## src/rtl/vga_timing_gen.sv

```systemverilog
`default_nettype none
// ============================================================================
// Module      : vga_timing_gen
// Description : Raster timing generator. A pixel-clock divider drives
//               horizontal and vertical position counters. Sync, active-area
//               and strobe outputs are all registered and aligned with the
//               position shown in the same cycle.
// Revision    : 1.0 - initial release
// ============================================================================
module vga_timing_gen #(
  parameter int H_ACTIVE  = 640,
  parameter int H_FP      = 16,
  parameter int H_SYNC    = 96,
  parameter int H_BP      = 48,
  parameter int V_ACTIVE  = 480,
  parameter int V_FP      = 10,
  parameter int V_SYNC    = 2,
  parameter int V_BP      = 33,
  parameter bit HS_POL    = 1'b0,
  parameter bit VS_POL    = 1'b0,
  parameter int PIX_DIV   = 2,
  localparam int H_TOTAL  = H_ACTIVE + H_FP + H_SYNC + H_BP,
  localparam int V_TOTAL  = V_ACTIVE + V_FP + V_SYNC + V_BP,
  localparam int XW       = $clog2(H_TOTAL),
  localparam int YW       = $clog2(V_TOTAL)
) (
  input  logic          clock,
  input  logic          reset,
  input  logic          run,
  output logic [XW-1:0] hpos,
  output logic [YW-1:0] vpos,
  output logic          active,
  output logic          hsync,
  output logic          vsync,
  output logic          pix_stb,
  output logic          frame_start,
  output logic          line_start
);

  // Divider width; a PIX_DIV of 1 still keeps a 1-bit counter that stays at 0.
  localparam int              c_dw         = (PIX_DIV > 1) ? $clog2(PIX_DIV) : 1;
  localparam logic [c_dw-1:0] c_dmax       = c_dw'(PIX_DIV - 1);
  localparam logic [XW-1:0]   c_hmax       = XW'(H_TOTAL - 1);
  localparam logic [YW-1:0]   c_vmax       = YW'(V_TOTAL - 1);

  // Decode boundaries are kept 32 bits wide so an end value equal to the
  // total count (zero back porch) cannot overflow the counter width.
  localparam logic [31:0]     c_h_active   = 32'(H_ACTIVE);
  localparam logic [31:0]     c_v_active   = 32'(V_ACTIVE);
  localparam logic [31:0]     c_hs_start   = 32'(H_ACTIVE + H_FP);
  localparam logic [31:0]     c_hs_end     = 32'(H_ACTIVE + H_FP + H_SYNC);
  localparam logic [31:0]     c_vs_start   = 32'(V_ACTIVE + V_FP);
  localparam logic [31:0]     c_vs_end     = 32'(V_ACTIVE + V_FP + V_SYNC);

  typedef enum logic [0:0] {
    ST_IDLE = 1'b0,
    ST_RUN  = 1'b1
  } state_t;

  state_t          r_state;
  logic [c_dw-1:0] r_dcnt;

  logic            w_advance;
  logic            w_dwrap;
  logic            w_hwrap;
  logic [c_dw-1:0] w_dcnt_nxt;
  logic [XW-1:0]   w_hpos_nxt;
  logic [YW-1:0]   w_vpos_nxt;
  logic            w_hs_on;
  logic            w_vs_on;
  logic            w_act_on;
  logic            w_pix_first;

  // Next position: counters only move while already running; entering RUN
  // or idling both present position (0,0) with the divider at 0.
  always_comb begin
    w_advance  = run && (r_state == ST_RUN);
    w_dwrap    = (r_dcnt == c_dmax);
    w_hwrap    = w_dwrap && (hpos == c_hmax);
    w_dcnt_nxt = '0;
    w_hpos_nxt = '0;
    w_vpos_nxt = '0;
    if (w_advance) begin
      w_dcnt_nxt = w_dwrap ? '0 : r_dcnt + 1'b1;
      if (w_dwrap) begin
        w_hpos_nxt = w_hwrap ? '0 : hpos + 1'b1;
      end else begin
        w_hpos_nxt = hpos;
      end
      if (w_hwrap) begin
        w_vpos_nxt = (vpos == c_vmax) ? '0 : vpos + 1'b1;
      end else begin
        w_vpos_nxt = vpos;
      end
    end
    w_hs_on     = (32'(w_hpos_nxt) >= c_hs_start) && (32'(w_hpos_nxt) < c_hs_end);
    w_vs_on     = (32'(w_vpos_nxt) >= c_vs_start) && (32'(w_vpos_nxt) < c_vs_end);
    w_act_on    = (32'(w_hpos_nxt) < c_h_active) && (32'(w_vpos_nxt) < c_v_active);
    w_pix_first = (w_dcnt_nxt == '0);
  end

  // State, counters and decoded outputs all register together so every
  // output in a cycle describes the position shown in that same cycle.
  always_ff @(posedge clock or negedge reset) begin
    if (!reset) begin
      r_state     <= ST_IDLE;
      r_dcnt      <= '0;
      hpos        <= '0;
      vpos        <= '0;
      active      <= 1'b0;
      hsync       <= ~HS_POL;
      vsync       <= ~VS_POL;
      pix_stb     <= 1'b0;
      frame_start <= 1'b0;
      line_start  <= 1'b0;
    end else begin
      r_state     <= run ? ST_RUN : ST_IDLE;
      r_dcnt      <= w_dcnt_nxt;
      hpos        <= w_hpos_nxt;
      vpos        <= w_vpos_nxt;
      active      <= run && w_act_on;
      hsync       <= (run && w_hs_on) ? HS_POL : ~HS_POL;
      vsync       <= (run && w_vs_on) ? VS_POL : ~VS_POL;
      pix_stb     <= run && w_pix_first;
      line_start  <= run && w_pix_first && (w_hpos_nxt == '0);
      frame_start <= run && w_pix_first && (w_hpos_nxt == '0) && (w_vpos_nxt == '0);
    end
  end

endmodule
`default_nettype wire
```

## config.mk

```make
export PLATFORM = sky130hd
export DESIGN_NAME = vga_timing_gen
export DESIGN_NICKNAME = d
export VERILOG_FILES = /design/src/rtl/vga_timing_gen.sv
export SDC_FILE = /design/constraint.sdc
export NUM_CORES = 1
export LEC_CHECK = 0
export CORE_MARGIN = 3
export CORE_UTILIZATION = 23
export DETAILED_ROUTE_END_ITERATION = 6
export SETUP_SLACK_MARGIN = 0.4
export SYNTH_ARGS = -nofsm -noshare
export SYNTH_HDL_FRONTEND = slang
export SYNTH_SLANG_ARGS = --single-unit
export TNS_END_PERCENT = 1
```

## constraint.sdc

```tcl
create_clock -name clock -period 2.7 [get_ports clock]
set_input_delay 0.81 -clock clock [delete_from_list [all_inputs] [get_ports clock]]
set_output_delay 0.81 -clock clock [all_outputs]
set_load 0.05 [all_outputs]
```

-- Word-level counts from Yosys, hierarchy flattened
Cells that the tools add are included.
Widths: inputs -> output; s select.
- bitwise operators: 1
- multipliers: 0
- $lt $le $gt $ge: 6
- equality and inequality tests: 2
- mux-type cells: 11
- shift operators: 0
- reduce and logical (&&, ||, !) cells: 13
- divide/modulo/power cells: 0
- add/sub/neg operators: 3
- operators with widths (cell ; count):
    $mux 10 ; 6
    $add 10x1->10 const B ; 2
    $eq 10x10->1 const B ; 2
    $logic_not 10->1 ; 2
    $lt 10x10->1 const B ; 2
    $lt 10x9->1 const B ; 2
    $logic_and 1x1->1 ; 11
    $ge 10x10->1 const B ; 1
    $ge 10x9->1 const B ; 1
    $mux 1 ; 5
    $add 1x1->1 const B ; 1
    $not 1->1 ; 1
- bits of input ports: 3
- flip-flop bits (word level): 28
- logic and storage cells: 46
- latch bits: 0
- memory bits (writable): 0
- memories: 0
- ROM bits: 0
- output and inout bits: 26

-- Longest topological paths before layout
- depth in word-level cells: 9
- gate-level depth with buffers: 8
- gate-level depth less buffers: 8

-- Worst setup path after synthesis
No wires, ideal clock.
- path kind: reg2reg
- start: reg hpos[0]
- end: reg vsync
- period minus slack after synthesis: 2.469 ns
- buffers on the path: 1
- stages on the path, launching flop included: 9
- setup slack: 0.231 ns
- setup time: 0.088 ns
- required time: 2.612 ns
- data arrival time: 2.381 ns
- path through: dfrtp_1 > ha_1 > buf_4 > and2_1 > nand4_2 > or4_1 > nand2_2 > nand4_1 > or3_1
- word-level cells in the longest chain between the ends: 8
- elaborated cells between the ends (all ways): 9
- those cells by class: order compare: 2; eq/ne: 1; mux: 3; reduce/logical: 3
- ends and longest elaborated chain (item ; RTL line ; text):
    start: declaration ; 30 ; output logic [XW-1:0] hpos,
    start signal: assignment ; 119 ; hpos <= w_hpos_nxt;
    $eq 10x10->1 (*) ; 79 ; w_hwrap = w_dwrap && (hpos == c_hmax);
    $logic_and 1x1->1 (*) ; 79 ;
    $mux 10 (*) ; 90 ; if (w_hwrap) begin
    $mux 10 (*) ; 83 ; if (w_advance) begin
    via w_vpos_nxt[6] ; 68 ; logic [YW-1:0] w_vpos_nxt;
    $ge 10x9->1 / $lt 10x9->1 (equally long branches) ; 97 ; w_vs_on = (32'(w_vpos_nxt) >= c_vs_start) && (32'(w_vpos_nxt) < c_vs_end);
    $logic_and 1x1->1 (*) ; 97 ;
    $logic_and 1x1->1 (*) ; 123 ; vsync <= (run && w_vs_on) ? VS_POL : ~VS_POL;
    $mux 1 (*) ; 123 ;
    end signal: assignment ; 112 ; vsync <= ~VS_POL;
    end signal: assignment ; 123 ;
    end: declaration ; 34 ; output logic vsync,
Mark *: on every way through the listed nets, which the timed path passes. The rest lies on a longest branch.

-- Final worst setup path
- start: reg vpos[8]
- end: out vpos[8]
- RTL lines (item ; RTL line ; text):
    start: declaration ; 31 ; output logic [YW-1:0] vpos,
    start signal: assignment ; 120 ; vpos <= w_vpos_nxt;
No word-level cell between the ends.

==> impl_results.md <==
- Slew Viols, Final: 0
- Grt ovf: 0
- #FFs+latches synth: 28
- Post-synthesis compound-gate area fraction: 0.105
- Max FO, Critical Path: 7
- Area Overhead vs Synth: 29.1%
- Post-synthesis simple-gate area fraction: 0.309
- CTS tree: built
- Post-synthesis sequential area ratio: 0.436
- Skew final: 0.00738 ns
- Worst Setup Path Type: reg2out
- Post-route ant nets: 0
- RSZ-0062 raised after global routing: yes
- Setup TNS: 0 ns
- Final Non-Filler Cells: 294
- H-tree depth: 1
- First-pass GRT wire length: between 6000 and 7000 um
- Drt via density: 4.71
- CTS Buffer Depth: 2
- Period Utilization, post-route: 0.905
- Final instance area: 2080 um2
- CP required: 1.89 ns
- Min Tclk post-route: 2.44 ns
- Endpoints failing hold: 0
- Post-synthesis mux area share: 0.00698
- Largest net degree at the start of global routing: 29
- Met2 usage: 0.156
- Layout cells sized above 1: 0.169
- Starting Density: 0.246
- Cell Pwr Density: 360 nW/um2
- Post-synth ARST share: 1.00
- Adder-cell share of the synthesized area: 0.0233
- Max cap viols: 0
- Status: completed
- Worst setup EP type: output pin
- Clock latency at the later pin of the worst-skew pair: between 0.2 and 0.3 ns
- Number of I/O port buffers: 28
- WP buf/inv: 1
- Multi-input gate area: around 830 um2
- Synth Cell Area: around 1600 um2
- Iteration count of the initial detailed-routing pass: 4
- WP data arrival: 1.63 ns
- Largest family of logic cells by synthesized area: simple AND/OR/NAND/NOR gates
- Rel. slew slack: 0.650
- GPL Wtd Cong: ~0.85
- Top Family by Delay on Critical Path: buffers and inverters
- CTS sink cnt: 28
- Die area: 8060 um2
- DP Cell Count: 290
- CP Cell Sequence: clkdlybuf4s50_1
- Filler cells: 701
- Die Wd: ~90 um
- WL final: 3930 um
- Warnings, synthesis: 0
- Core Box Area: approximately 6600 um2
- Post-synth top flop: dfrtp_1
- Via count of the first global-routing pass: 1382
- N_diodes: 0
- Worst min path class: reg2reg
- Row count: 29
- Fin nets: 208
- Chip Height: about 90 um
- DRC: 0
- Syn Area/Cell: roughly 9.6 um2
- Initial DRC Count: 94
- R2R Setup Slk: between 0.4 and 0.5 ns
- Worst setup SP type: flop
- Synthesized instance count: about 170
- Maximum vdd drop: about 0.19 mV
- Vias after detailed routing: around 1400
- Post-synth EDFFs: 0
- Clock transition at the registers of the reported paths: 0.10 ns
- Distinct cells, synth: 49
- Slowest stage delay, CP: 0.86 ns
- F_max: about 0.41 GHz
- DR WL/cell: 13.4 um
- # setup viols final: 0
- Global route hottest layer: met2
- M3 GR Usage: 0.0134
- Root Buffer Master: clkbuf_8
- Met1 Usage GRT: 0.136
- Register area: 711 um2
- IO Count: 29
- Cell Area, Placed: ~2000 um2
- Leak: 0.855 nW
- Initial antenna violation count: 0
- Slowest CP cell: clkdlybuf4s50_1
- Synthesized Nets: 175
- GRT Total Usage: 0.0988
- CTS buffer count: 3
- Hpwl dp: 3000 um
- Worst-margin pin slew: 0.524 ns
- XOR/XNOR Fraction of Synth Area: 0.0705
## cells by family (layout without fill, tap and decap cells)
| family | Yosys count | after routing |
|---|---|---|
| and+or+nand+nor | 86 | 86 |
| DFF | 28 | 28 |
| AOI/OAI and AO/OA | 23 | 23 |
| buffers and inverters | 15 | 47 |
| xor gates and xnor gates | 13 | 13 |
| adders and majority gates | 3 | 3 |
| muxes | 1 | 1 |
## state kept, by name, summed over array words and instances, names as in the netlist
signal,count
hpos,10
vpos,10
active,1
frame_start,1
hsync,1
line_start,1
pix_stb,1
r_dcnt,1
r_state,1
vsync,1
## Yosys cell counts (2+ instances only)
cell | number | area share
and2_1 | 3 | 0.012
buf_6 | 2 | 0.014
xor2_1 | 7 | 0.038
nand4_1 | 9 | 0.035
nor3_1 | 7 | 0.022
o311ai_0 | 2 | 0.011
xnor2_1 | 6 | 0.033
nor4_1 | 5 | 0.019
dfstp_2 | 2 | 0.033
ha_1 | 3 | 0.023
and3_1 | 3 | 0.012
nor2_1 | 15 | 0.035
o2111ai_1 | 2 | 0.011
nand3_1 | 10 | 0.031
or4_1 | 2 | 0.0093
a21oi_1 | 2 | 0.0062
o21ai_0 | 4 | 0.012
buf_2 | 3 | 0.0093
o22ai_1 | 2 | 0.0078
nor3b_1 | 2 | 0.0093
nand2_1 | 15 | 0.035
dfrtp_1 | 26 | 0.40
and3b_2 | 2 | 0.012
inv_1 | 7 | 0.016
or3_1 | 4 | 0.016
## what timing repair did
action                                  CTS  global route
endpoints found under the setup margin   24            24
pin swaps                                 0             0
buffers inserted                          0             0
hold buffers                              0             0
gates resized for setup                   1             3
## metal layers
metal | part of all wire | wire length [um]
met5 | 0 | 0
met4 | 0.023 | 90
met3 | 0.029 | 113
met2 | 0.46 | 1810
met1 | 0.49 | 1910
## area by class of cell
type,instances,area share
inverter,7,0.0126
timing repair buffer,36,0.164
sequential,28,0.341
multi-input combinational,126,0.400
clock buffer,4,0.0264
tap,93,0.0558
## cells in the final DEF, fill, tap and decap left out, types with 3 or more instances in the layout
cell type         n
clkdlybuf4s50_1  26
dfrtp_1          20
nor2_1           15
nand2_1          14
nand3_1          10
nand4_1           9
buf_4             8
nor3_1            7
inv_1             7
xor2_1            7
xnor2_1           6
dfrtp_2           6
nor4_1            5
o21ai_0           4
or3_1             4
clkbuf_8          4
and3_1            3
ha_1              3
## final timing paths
kind | from | to | cells past startpoint
min | hpos[1] | hpos[1] | 2
min in group asynchronous | reset | vpos[4] | 2
max | vpos[8] | vpos[8] | 1
max in group asynchronous | reset | hsync | 2
min reg2reg | hpos[1] | hpos[1] | 2
max reg2reg | hpos[3] | vsync | 6
## power breakdown
group | leakage, nW | switching, mW | internal [mW]
Clock | 0.0288 | 0.134 | 0.131
Sequential | 0.365 | 0.00268 | 0.425
Combinational | 0.462 | 0.0385 | 0.0198
## through the flow
stage / power [mW] / setup WS, ns / utilization / hold slack (ns)
floorplan: 0.465 / 0.404 / - / 0.514
global placement: 0.494 / 0.0507 / 0.308 / 0.585
detailed placement: 0.494 / -0.0290 / 0.308 / 0.598
CTS: 0.760 / 0.237 / 0.316 / 0.612
global route: 0.776 / 0.203 / 0.317 / 0.633
finish: 0.750 / 0.256 / 0.317 / 0.604
Power figures use the tool's default switching activity.
